===== config.mk =====
export PLATFORM = sky130hd
export DESIGN_NAME = reg_access_arbiter
export DESIGN_NICKNAME = d
export VERILOG_FILES = /design/src/rtl/regbank_pkg.sv /design/src/rtl/rr_pick2.sv /design/src/rtl/reg_access_arbiter.sv
export SDC_FILE = /design/constraint.sdc
export NUM_CORES = 1
export LEC_CHECK = 0
export ABC_AREA = 1
export BUFFER_PORTS_ARGS = -buffer_cell sky130_fd_sc_hd__buf_2
export CAP_MARGIN = 30
export CORE_MARGIN = 2
export CORE_UTILIZATION = 40
export CTS_BUF_LIST = sky130_fd_sc_hd__clkbuf_4 sky130_fd_sc_hd__clkbuf_8 sky130_fd_sc_hd__clkbuf_16
export DETAILED_ROUTE_END_ITERATION = 10
export PLACE_DENSITY = 0.74
export SLEW_MARGIN = 20
export SYNTH_ARGS = -nofsm -noshare
export SYNTH_HDL_FRONTEND = slang
export SYNTH_SLANG_ARGS = --single-unit

===== constraint.sdc =====
create_clock -name clk -period 2.45 [get_ports clk]
set_input_delay 0.245 -clock clk [delete_from_list [all_inputs] [get_ports clk]]
set_output_delay 0.245 -clock clk [all_outputs]
set_load 0.1 [all_outputs]

===== src/rtl/regbank_pkg.sv =====
// Shared definitions for the register-bank access arbiter: data/select widths,
// register select codes and the arbiter FSM state encoding.
package regbank_pkg;

  localparam int DATA_W = 8;
  localparam int RS_W   = 2;

  localparam logic [RS_W-1:0] S0 = 2'b00;
  localparam logic [RS_W-1:0] S1 = 2'b01;
  localparam logic [RS_W-1:0] T0 = 2'b10;
  localparam logic [RS_W-1:0] T1 = 2'b11;

  typedef enum logic [1:0] {
    IDLE     = 2'b00,
    ACCESS   = 2'b01,
    READBACK = 2'b10,
    DONE     = 2'b11
  } arbStateT;

endpackage


===== src/rtl/rr_pick2.sv =====
// Two-way round-robin pick: prio names the port that wins a tie (0 or 1).
module rr_pick2 (
  input  logic req0,
  input  logic req1,
  input  logic prio,
  output logic winner,
  output logic valid
);

  always_comb begin
    valid  = req0 | req1;
    winner = 1'b0;
    if (req0 && req1) begin
      winner = prio;
    end else if (req1) begin
      winner = 1'b1;
    end
  end

endmodule


===== src/rtl/reg_access_arbiter.sv =====
// Arbitrates two requesters onto one register bank; each transaction runs
// ACCESS -> READBACK -> DONE and returns the post-access register value.
module reg_access_arbiter
  import regbank_pkg::*;
(
  input  logic              clk,
  input  logic              rst_n,
  input  logic              req0,
  input  logic              req1,
  input  logic              we0,
  input  logic              we1,
  input  logic [RS_W-1:0]   rs0,
  input  logic [RS_W-1:0]   rs1,
  input  logic [DATA_W-1:0] wdata0,
  input  logic [DATA_W-1:0] wdata1,
  output logic              gnt0,
  output logic              gnt1,
  output logic              done0,
  output logic              done1,
  output logic [DATA_W-1:0] rdata,
  output logic              busy,
  output logic              bank_wr,
  output logic [RS_W-1:0]   bank_rs,
  output logic [DATA_W-1:0] bank_data,
  input  logic [DATA_W-1:0] bank_val
);

  arbStateT          state;
  arbStateT          nextState;
  logic              prio;
  logic              owner;
  logic              pickWinner;
  logic              pickValid;
  logic              latWe;
  logic [RS_W-1:0]   latRs;
  logic [DATA_W-1:0] latData;
  logic              grantNow;

  rr_pick2 uPick (
    .req0   (req0),
    .req1   (req1),
    .prio   (prio),
    .winner (pickWinner),
    .valid  (pickValid)
  );

  assign grantNow = (state == IDLE) && pickValid;

  always_ff @(posedge clk) begin
    if (!rst_n) begin
      state <= IDLE;
      prio  <= 1'b0;
      owner <= 1'b0;
      rdata <= '0;
    end else begin
      state <= nextState;
      if (grantNow) begin
        owner <= pickWinner;
      end
      // Priority moves to the port that was not just served.
      if (state == DONE) begin
        prio <= ~owner;
      end
      if (state == READBACK) begin
        rdata <= bank_val;
      end
    end
  end

  // Request fields are captured once at grant; later changes are ignored.
  always_ff @(posedge clk) begin
    if (grantNow) begin
      latWe   <= pickWinner ? we1    : we0;
      latRs   <= pickWinner ? rs1    : rs0;
      latData <= pickWinner ? wdata1 : wdata0;
    end
  end

  always_comb begin
    nextState = state;
    bank_wr   = 1'b0;
    bank_rs   = '0;
    bank_data = '0;
    gnt0      = 1'b0;
    gnt1      = 1'b0;
    done0     = 1'b0;
    done1     = 1'b0;
    busy      = (state != IDLE);
    if (state != IDLE) begin
      gnt0 = ~owner;
      gnt1 = owner;
    end
    case (state)
      IDLE: begin
        if (pickValid) begin
          nextState = ACCESS;
        end
      end
      ACCESS: begin
        bank_wr   = latWe;
        bank_rs   = latRs;
        bank_data = latData;
        nextState = READBACK;
      end
      READBACK: begin
        bank_rs   = latRs;
        nextState = DONE;
      end
      DONE: begin
        done0     = ~owner;
        done1     = owner;
        nextState = IDLE;
      end
      default: nextState = IDLE;
    endcase
  end

endmodule


==> impl_metrics.tcl <==
set metrics [dict create \
    initial_utilization_pct 41.1 \
    ctsResizeCount 0 \
    crit_required_ns 2.20 \
    wl_per_cell_um 10.5 \
    tns_ns 0 \
    setup_viol_count_final 0 \
    cts_made_buffers 3 \
    yosysMostFrequentCell "nand2_1" \
    ant_nets 0 \
    cp-start-kind "flop" \
    vias 1061 \
    synth_area_per_cell_um2 7.85 \
    io_buffers 57 \
    fillers 293 \
    relSlewSlack_pct 67.3 \
    fin_crit_sh_pct 77.4 \
    hold_end "rdata[7]$_SDFFE_PN0P_" \
    r2r-start "state[0]$_SDFFE_PN0P_" \
    ys_seq_elements 23 \
    crit_slowest_cell "buf_2" \
    overflow 0 \
    nets 237 \
    h-tree-depth 1 \
    synth_common_cells "nand2_1, nor2_1, inv_1, nand3_1, dfxtp_1" \
    crit_fanout 9 \
    post-dp-hpwl_um 1880 \
    area_growth_pct 28.5 \
    drt-total-wl_um 2410 \
    drc 0 \
    grt_pass1_wl_um 3930 \
    synth.distinct_cells 18 \
    gp_congestion 0.733 \
    die_h_um 56.8 \
    crit_chain "inv_1, ha_1, nand2_1, inv_1, buf_2" \
    hold_path_class "input pin to flop" \
    antennaDiodeCount 0 \
    holdWs_ns 0.158 \
    status "complete, no violations" \
    timing.fmax_mhz 527 \
    cp_common_cell "inv_1" \
    worst_pin_slew_ns 0.494 \
    async_flop_share_pct 0 \
    slowest_delay_ns 0.41 \
    end_kind "primary output" \
    yosysTopAreaCellShare_pct 29.6 \
    clk_path_buf_depth 2 \
    post-cts-setup-buffers 0 \
    crit_family "buffers and inverters" \
    clk_latency_ns 0.30 \
    hold_buffers 0 \
    cts_tree "yes" \
    rsz0062_at_grt "no" \
    die_area_um2 3230 \
    grt_start_max_net_pins 17 \
    worstPathArrival_ns 1.65 \
    min_path_cells 3 \
    routed_via_density 4.63 \
    synthCells 142 \
    core_area_um2 2710 \
    yosys.area.top_type "edfxtp_1" \
    antenna_found_initial 0 \
    hold_start "bank_val[7]" \
    r2r_end "latWe$_DFFE_PP_" \
    dr.pass1.iters 4 \
    critPathBufInv 3 \
    skew_ns 0.00559 \
    slew_viol_final 0 \
    yosys_warnings 0 \
    synth_area_um2 1110 \
    io_pins 58 \
    yosys-top-cells-area "edfxtp_1, dfxtp_1, nand2_1, nor2_1, inv_1" \
    period_needed_ns 1.90 \
    track_usage_pct 15.1 \
    r2r_slack_ns 0.91 \
    clockRootBuffer "clkbuf_4" \
    drtIter0Drc 17 \
    clock-sinks 23 \
    synth_seq_area_share_pct 51.2 \
    cap_violations 0 \
    hold_violations 0 \
    grt_pass1_vias 946 \
    path_class "flop to primary output" \
    r2r_cells 4 \
    clk_pin_slew_ns 0.13 \
    synth_ff_type "dfxtp_1" \
    synth_edf_count 11 \
    drive_gt1_share_pct 32.8 \
    synth_fp_nets 180 \
    rows 19 \
    fp.dieW_um 56.8 \
]
sequential cells by signal (all words and copies together) (netlist names):
| signal | cells |
|---|---|
| latData | 8 |
| latRs | 2 |
| latWe | 1 |
| owner | 1 |
| prio | 1 |
| rdata | 8 |
| state | 2 |
metrics by stage:
step	util (%)	std cells	area (um2)	setup WS [ns]
finish	52.9	229	1430	0.553
CTS	52.9	229	1430	0.531
floorplan	-	142	1110	0.276
global route	52.9	229	1430	0.396
detailed placement	51.8	225	1400	0.881
global placement	51.8	225	1400	0.928
per-layer routing:
metal  track usage [%]  share of wire, %  vias to the layer above
met5                 0                 0                        -
met1              19.6                43                      487
met2              27.2                53                       21
li1                  -                 -                      551
met4              4.98              0.79                        0
met3             0.230               3.0                        2
worst max-delay path by stage:
stage | startpoint | end | slack, ns | cells after the start
after detailed placement | state[1]$_SDFFE_PN0P_ | bank_data[6] | 0.88 | 5
after floorplan | state[0]$_SDFFE_PN0P_ | gnt1 | 0.28 | 3
final | state[1]$_SDFFE_PN0P_ | bank_data[4] | 0.55 | 5
after global placement | state[0]$_SDFFE_PN0P_ | bank_rs[1] | 0.93 | 5
after CTS | state[1]$_SDFFE_PN0P_ | bank_data[6] | 0.53 | 5
after global routing | state[1]$_SDFFE_PN0P_ | bank_data[4] | 0.40 | 5
cells by family after synthesis:
group / Yosys count / share of synthesized area [%]
flops: 23 / 51.2
simple gates: 76 / 28.1
buf+inv: 27 / 10.7
fa+ha+maj: 4 / 4.49
compound gates: 12 / 5.61
layout by cell type, fill, tap and decap left out:
cell | synthesis | routed
inv_2 | 1 | 1
nor3_2 | 1 | 1
buf_2 | 1 | 57
dfxtp_1 | 12 | 12
clkbuf_4 | 0 | 4
nand2_2 | 2 | 2
nand2_1 | 38 | 38
a211oi_1 | 1 | 1
nand3_1 | 13 | 13
ha_1 | 4 | 4
a21oi_1 | 2 | 2
edfxtp_1 | 11 | 11
nor2_1 | 22 | 22
o21ai_0 | 8 | 8
o21ai_1 | 1 | 1
inv_1 | 21 | 21
worst reg2reg max path, delay by kind of cell, from the launching register on:
family / cells / cell delay [ns]
compound gates: 1 / 0.12
fa+ha+maj: 1 / 0.28
buf+inv: 2 / 0.45
flops: 1 / 0.35
layout make-up:
| class | instances | area (um2) | share of cell area (%) |
|---|---|---|---|
| tap | 31 | 38.8 | 2.71 |
| multi-input combinational | 92 | 425 | 29.7 |
| sequential | 23 | 571 | 39.8 |
| timing repair buffer | 57 | 285 | 19.9 |
| clock buffer | 4 | 30.0 | 2.10 |
| inverter | 22 | 82.6 | 5.76 |
Power is left out: the tool's default activity adds up to more than one toggle a clock period on the data nets, which glitch-free logic cannot reach.
